**src/rtl/sample_in_fifo_pkg.sv**
```systemverilog
// Shared defaults for the upsampler input sample buffer: widths, depth
// derivation and error_code bit positions used by the top-level aggregator.
package sample_in_fifo_pkg;

  localparam int DATA_WIDTH_DEF = 32;
  localparam int ADDR_WIDTH_DEF = 4;

  function automatic int depth_of(input int addr_width);
    return 1 << addr_width;
  endfunction

  localparam int DEPTH_DEF = depth_of(ADDR_WIDTH_DEF);

  // Bit positions of the sticky flags inside the top-level error_code word.
  localparam int ERR_OVF_BIT = 0;
  localparam int ERR_UDF_BIT = 1;

endpackage

```
**src/rtl/sample_in_fifo_mem.sv**
```systemverilog
// Simple dual-port sample storage. SAMPLE_IN_FIFO_FWFT_EN selects an
// asynchronous read port; otherwise the read data is registered on re.
module sample_in_fifo_mem
  import sample_in_fifo_pkg::*;
#(
  parameter int DATA_WIDTH = DATA_WIDTH_DEF,
  parameter int ADDR_WIDTH = ADDR_WIDTH_DEF
) (
  input  logic                  clk,
  input  logic                  rst,
  input  logic                  we,
  input  logic [ADDR_WIDTH-1:0] waddr,
  input  logic [DATA_WIDTH-1:0] wdata,
  input  logic                  re,
  input  logic [ADDR_WIDTH-1:0] raddr,
  output logic [DATA_WIDTH-1:0] rdata
);

  localparam int DEPTH = depth_of(ADDR_WIDTH);

  // Storage is deliberately unreset; stale contents are never presented.
  logic [DATA_WIDTH-1:0] mem [DEPTH];

  always_ff @(posedge clk) begin
    if (we) mem[waddr] <= wdata;
  end

`ifdef SAMPLE_IN_FIFO_FWFT_EN
  assign rdata = mem[raddr];

  logic unused_rd_ctrl;
  assign unused_rd_ctrl = rst | re;
`else
  // The read register doubles as the delivered-sample holding register.
  always_ff @(posedge clk or posedge rst) begin
    if (rst)     rdata <= '0;
    else if (re) rdata <= mem[raddr];
  end
`endif

endmodule

```
**src/rtl/sample_in_fifo.sv**
```systemverilog
// Circular input sample buffer feeding the upsampler core, with sticky
// overflow/underflow flags. Define SAMPLE_IN_FIFO_FWFT_EN for fall-through reads.
module sample_in_fifo
  import sample_in_fifo_pkg::*;
#(
  parameter int DATA_WIDTH   = DATA_WIDTH_DEF,
  parameter int ADDR_WIDTH   = ADDR_WIDTH_DEF,
  parameter int AFULL_THRESH = 12
) (
  input  logic                  clk,
  input  logic                  rst,
  input  logic                  in_valid,
  input  logic [DATA_WIDTH-1:0] in_sample,
  input  logic                  rinc,
  input  logic                  clr_err,
  output logic [DATA_WIDTH-1:0] new_sample,
  output logic                  new_sample_valid,
  output logic                  rempty,
  output logic                  full,
  output logic                  afull,
  output logic [ADDR_WIDTH:0]   level,
  output logic                  ovf_err,
  output logic                  udf_err
);

  localparam int LW = ADDR_WIDTH + 1;
  localparam logic [ADDR_WIDTH:0]   DEPTH_L = LW'(depth_of(ADDR_WIDTH));
  localparam logic [ADDR_WIDTH:0]   AFULL_L = LW'(AFULL_THRESH);
  localparam logic [ADDR_WIDTH:0]   LVL_ONE = LW'(1);
  localparam logic [ADDR_WIDTH-1:0] PTR_ONE = ADDR_WIDTH'(1);

  logic [ADDR_WIDTH-1:0] wptr, rptr;
  logic [ADDR_WIDTH:0]   level_nxt;
  logic [DATA_WIDTH-1:0] rdata;
  logic                  push, pop, ovf_event, udf_event;

  // A pop frees the head slot in the same cycle, so a full buffer can still accept.
  assign pop       = rinc && !rempty;
  assign push      = in_valid && (!full || pop);
  assign ovf_event = in_valid && !push;
  assign udf_event = rinc && rempty;

  always_comb begin
    level_nxt = level;
    if (push && !pop)      level_nxt = level + LVL_ONE;
    else if (pop && !push) level_nxt = level - LVL_ONE;
  end

  always_ff @(posedge clk or posedge rst) begin
    if (rst) begin
      wptr   <= '0;
      rptr   <= '0;
      level  <= '0;
      rempty <= 1'b1;
      full   <= 1'b0;
      afull  <= 1'b0;
    end else begin
      if (push) wptr <= wptr + PTR_ONE;
      if (pop)  rptr <= rptr + PTR_ONE;
      level  <= level_nxt;
      rempty <= (level_nxt == '0);
      full   <= (level_nxt == DEPTH_L);
      afull  <= (level_nxt >= AFULL_L);
    end
  end

  // A new error event in the same cycle as clr_err keeps the flag set.
  always_ff @(posedge clk or posedge rst) begin
    if (rst) begin
      ovf_err <= 1'b0;
      udf_err <= 1'b0;
    end else begin
      if (ovf_event)    ovf_err <= 1'b1;
      else if (clr_err) ovf_err <= 1'b0;
      if (udf_event)    udf_err <= 1'b1;
      else if (clr_err) udf_err <= 1'b0;
    end
  end

  sample_in_fifo_mem #(
    .DATA_WIDTH (DATA_WIDTH),
    .ADDR_WIDTH (ADDR_WIDTH)
  ) u_mem (
    .clk   (clk),
    .rst   (rst),
    .we    (push),
    .waddr (wptr),
    .wdata (in_sample),
    .re    (pop),
    .raddr (rptr),
    .rdata (rdata)
  );

`ifdef SAMPLE_IN_FIFO_FWFT_EN
  // Mask the unreset storage while nothing is held.
  assign new_sample       = rempty ? '0 : rdata;
  assign new_sample_valid = !rempty;
`else
  assign new_sample = rdata;

  always_ff @(posedge clk or posedge rst) begin
    if (rst) new_sample_valid <= 1'b0;
    else     new_sample_valid <= pop;
  end
`endif

endmodule
```
**config.mk**
```make
export PLATFORM = sky130hd
export DESIGN_NAME = sample_in_fifo
export DESIGN_NICKNAME = d
export VERILOG_FILES = /design/src/rtl/sample_in_fifo_pkg.sv /design/src/rtl/sample_in_fifo_mem.sv /design/src/rtl/sample_in_fifo.sv
export SDC_FILE = /design/constraint.sdc
export NUM_CORES = 1
export LEC_CHECK = 0
export CORE_AREA = 2 2 253 255
export CTS_CLUSTER_DIAMETER = 100
export DETAILED_ROUTE_END_ITERATION = 12
export DIE_AREA = 0 0 255 257
export PLACE_DENSITY = 0.6
export REMOVE_ABC_BUFFERS = 1
export SLEW_MARGIN = 20
export SYNTH_ARGS = -nofsm -noshare
export SYNTH_HDL_FRONTEND = slang
export SYNTH_SLANG_ARGS = --single-unit
```
**constraint.sdc**
```tcl
create_clock -name clk -period 9.8 [get_ports clk]
set_clock_uncertainty 0.1 [all_clocks]
set_input_delay 1.96 -clock clk [delete_from_list [all_inputs] [get_ports clk]]
set_output_delay 1.96 -clock clk [all_outputs]
set_load 0.05 [all_outputs]
```
==> results_dict.tcl <==
set metrics [dict create \
    min_period_ns 4.53 \
    crit_slowest_cell "nor2_4" \
    drc 0 \
    grt_pass1_wl_mm 72.0 \
    irDropWorstVdd_v 0.000141 \
    initial_core_util_pct 34.7 \
    antenna_cells 0 \
    cts-root-buf "clkbuf_16" \
    max_slew_margin_pct 28.6 \
    min_path_cells 2 \
    r2r_setup_slack_ns 6.46 \
    arrival_ns 4.69 \
    synth_area_leaders "edfxtp_1 71%, mux2i_1 8.8%, dfrtp_1 5.8%" \
    drt-initial-drc-count 803 \
    route.met2.wl_mm 23.7 \
    io_pins 80 \
    insertion_delay_ns 0.61 \
    finalMaxSlewViolations 0 \
    cp.required_ns 9.97 \
    die_area_um2 65500 \
    core_area_um2 62700 \
    drive_above_1_share_pct 13.1 \
    crit-reg2reg-launch "rptr[0]$_DFFE_PP0P_" \
    synth_flop_cell "edfxtp_1" \
    m1WireLength_mm 21.0 \
    cts.sinks 563 \
    place_hpwl_mm 28.1 \
    cts_hold_repair.buffers 0 \
    hold_path_end "u_mem.rdata[28]$_DFFE_PP0P_" \
    clock_path_buffers 3 \
    cpMostUsedCell "buf_4" \
    cts_tree "yes" \
    worst-path-buf-inv 3 \
    finalHoldViolCount 0 \
    cp-start-kind "input port" \
    yosys.area.top_type "edfxtp_1" \
    syn_avg_cell_area_um2 17.6 \
    hold_start "u_mem.rdata[28]$_DFFE_PP0P_" \
    viasPerCell 4.99 \
    hold_path.class "reg2reg" \
    synth_edf_count 512 \
    critPathKind "in2reg" \
    fp.dieH_um 257 \
    leakage_nw 8.61 \
    dp_slack_ns 4.64 \
    rows 92 \
    io_buffers 79 \
    yosysMostFrequentCell "edfxtp_1" \
    cts_resized 0 \
    fin_crit_sh_pct 46.2 \
    synth.top_cell.area_share_pct 70.7 \
    regToRegEndpoint "u_mem.rdata[19]$_DFFE_PP0P_" \
    postRouteWirelength_mm 47.8 \
    wl_met3_mm 2.15 \
    synth_cells 1239 \
    reg2reg_depth 6 \
    rsz0062_at_grt "no" \
    drv_cap 0 \
    synth_common_cells "512 x edfxtp_1, 192 x mux2i_1, 93 x nand2_1" \
    syn_area_um2 21800 \
    htree_levels 2 \
    grtUsageTotal_pct 14.7 \
    outcome "finished, final reports clean" \
    wl_per_cell_um 21.4 \
    grt_max_degree 65 \
    syn2layout_area_growth_pct 18.2 \
    first_pass_iters 5 \
    seq_area_frac_synth_pct 76.5 \
    synth-seq-cells 563 \
    slowest_delay_ns 0.65 \
    setup_viol 0 \
    crit_chain "clkdlybuf4s50_1 -> nand2b_2 -> buf_4 -> a21boi_2 -> nand2_1 -> nor2_4 -> buf_4" \
    fmax_mhz 221 \
    async_flop_share_pct 9.06 \
    postLayoutSetupSlackWorst_ns 5.27 \
    ys.warnings.count 0 \
    cts_buffers 56 \
    cp-end-kind "flip-flop" \
    fin_nets 1379 \
    worst_path_dominant_cell_family "buffers and inverters" \
    tightest_slew_ns 1.07 \
    grt_antenna_before_repair 0 \
    gp_congestion 0.766 \
    fin_tns_setup_ns 0 \
    num_vias 11108 \
    p_per_area_nw_per_um2 295 \
    drtAntennaViolNets 0 \
    die_x_um 255 \
    post_cts_buffers 0 \
    grt_overflow 0 \
    routed.top_layer "met4" \
    path_max_fanout 22 \
    synthDistinctLibCells 46 \
    clk_pin_slew_ns 0.06 \
    first_global_vias 11283 \
]
-- cells in the final DEF, fill, tap and decap left out, types with 12 or more instances in the layout --
cell             synthesis  layout
a21oi_1                 16      16
a22oi_1                 32      32
buf_4                   10      25
clkbuf_16                0      56
clkdlybuf4s50_1          0      79
dfrtp_1                 50      48
edfxtp_1               512     512
mux2i_1                192     192
mux4_2                  32      32
nand2_1                 93      93
nand3_1                 20      20
nand4_1                 35      35
nor2_1                  29      16
nor2_4                   0      12
o21ai_1                 28      28
o22ai_1                 32      32
o31ai_1                 18      18
-- worst max-delay path by stage --
stage,startpoint,endpoint,slack (ns),cells past startpoint
4_1_cts,rinc,u_mem.mem[11][14]$_DFFE_PP_,5.27,7
5_1_grt,rinc,u_mem.mem[11][19]$_DFFE_PP_,5.12,7
3_5_place_dp,rinc,u_mem.mem[11][22]$_DFFE_PP_,4.64,7
2_1_floorplan,rptr[1]$_DFFE_PP0P_,u_mem.rdata[12]$_DFFE_PP0P_,2.78,4
3_3_place_gp,rinc,u_mem.mem[7][19]$_DFFE_PP_,4.62,6
6_report,rinc,u_mem.mem[11][20]$_DFFE_PP_,5.27,7
-- power by group --
group | switching, mW | internal [mW] | leakage [nW]
Sequential | 0.248 | 2.95 | 5.24
Clock | 0.888 | 1.34 | 0.942
Combinational | 1.35 | 0.815 | 2.43
-- cells by family after synthesis --
family | synth area share, %
mux | 12.2
compound gates | 4.28
xor+xnor | 0.322
flops | 76.5
fa+ha+maj | 0.403
buf+inv | 1.73
simple gates | 4.53
-- registers in the layout, summed over array words and instances (netlist names) --
signal	flops
wptr	4
full	1
rempty	1
rptr	4
udf_err	1
u_mem.mem	512
u_mem.rdata	32
afull	1
ovf_err	1
new_sample_valid	1
level	5
-- layout make-up --
| cell class | count | area, um2 |
|---|---|---|
| fill | 5569 | 37000 |
| clock inverter | 36 | 457 |
| timing repair buffer | 111 | 1160 |
| clock buffer | 68 | 1490 |
| tap | 846 | 1060 |
| inverter | 10 | 37.5 |
| multi-input combinational | 593 | 4850 |
| sequential | 563 | 16700 |
-- tightest hold or removal path: cells and delay by family (launching register included) --
family,cells,cell delay [ns]
flops,1,0.35
simple gates,2,0.12
-- layer usage --
metal  vias up  track usage (%)
met4         0             4.37
met3        62             2.10
met5         -                0
li1       5068                -
met1      5707             20.0
met2       271             24.4
-- stage by stage --
stage	std cells	power, mW	cell area (um2)	util (%)	hold slack, ns
2_1_floorplan	1166	4.83	21400	-	0.456
3_3_place_gp	2116	5.40	23600	37.6	0.390
3_5_place_dp	2120	5.44	23700	37.8	0.394
4_1_cts	2224	7.67	25600	40.9	0.411
5_1_grt	2227	7.94	25700	41.0	0.444
6_report	2227	7.59	25700	41.0	0.401
No activity file was read; power rests on OpenSTA's default activity.
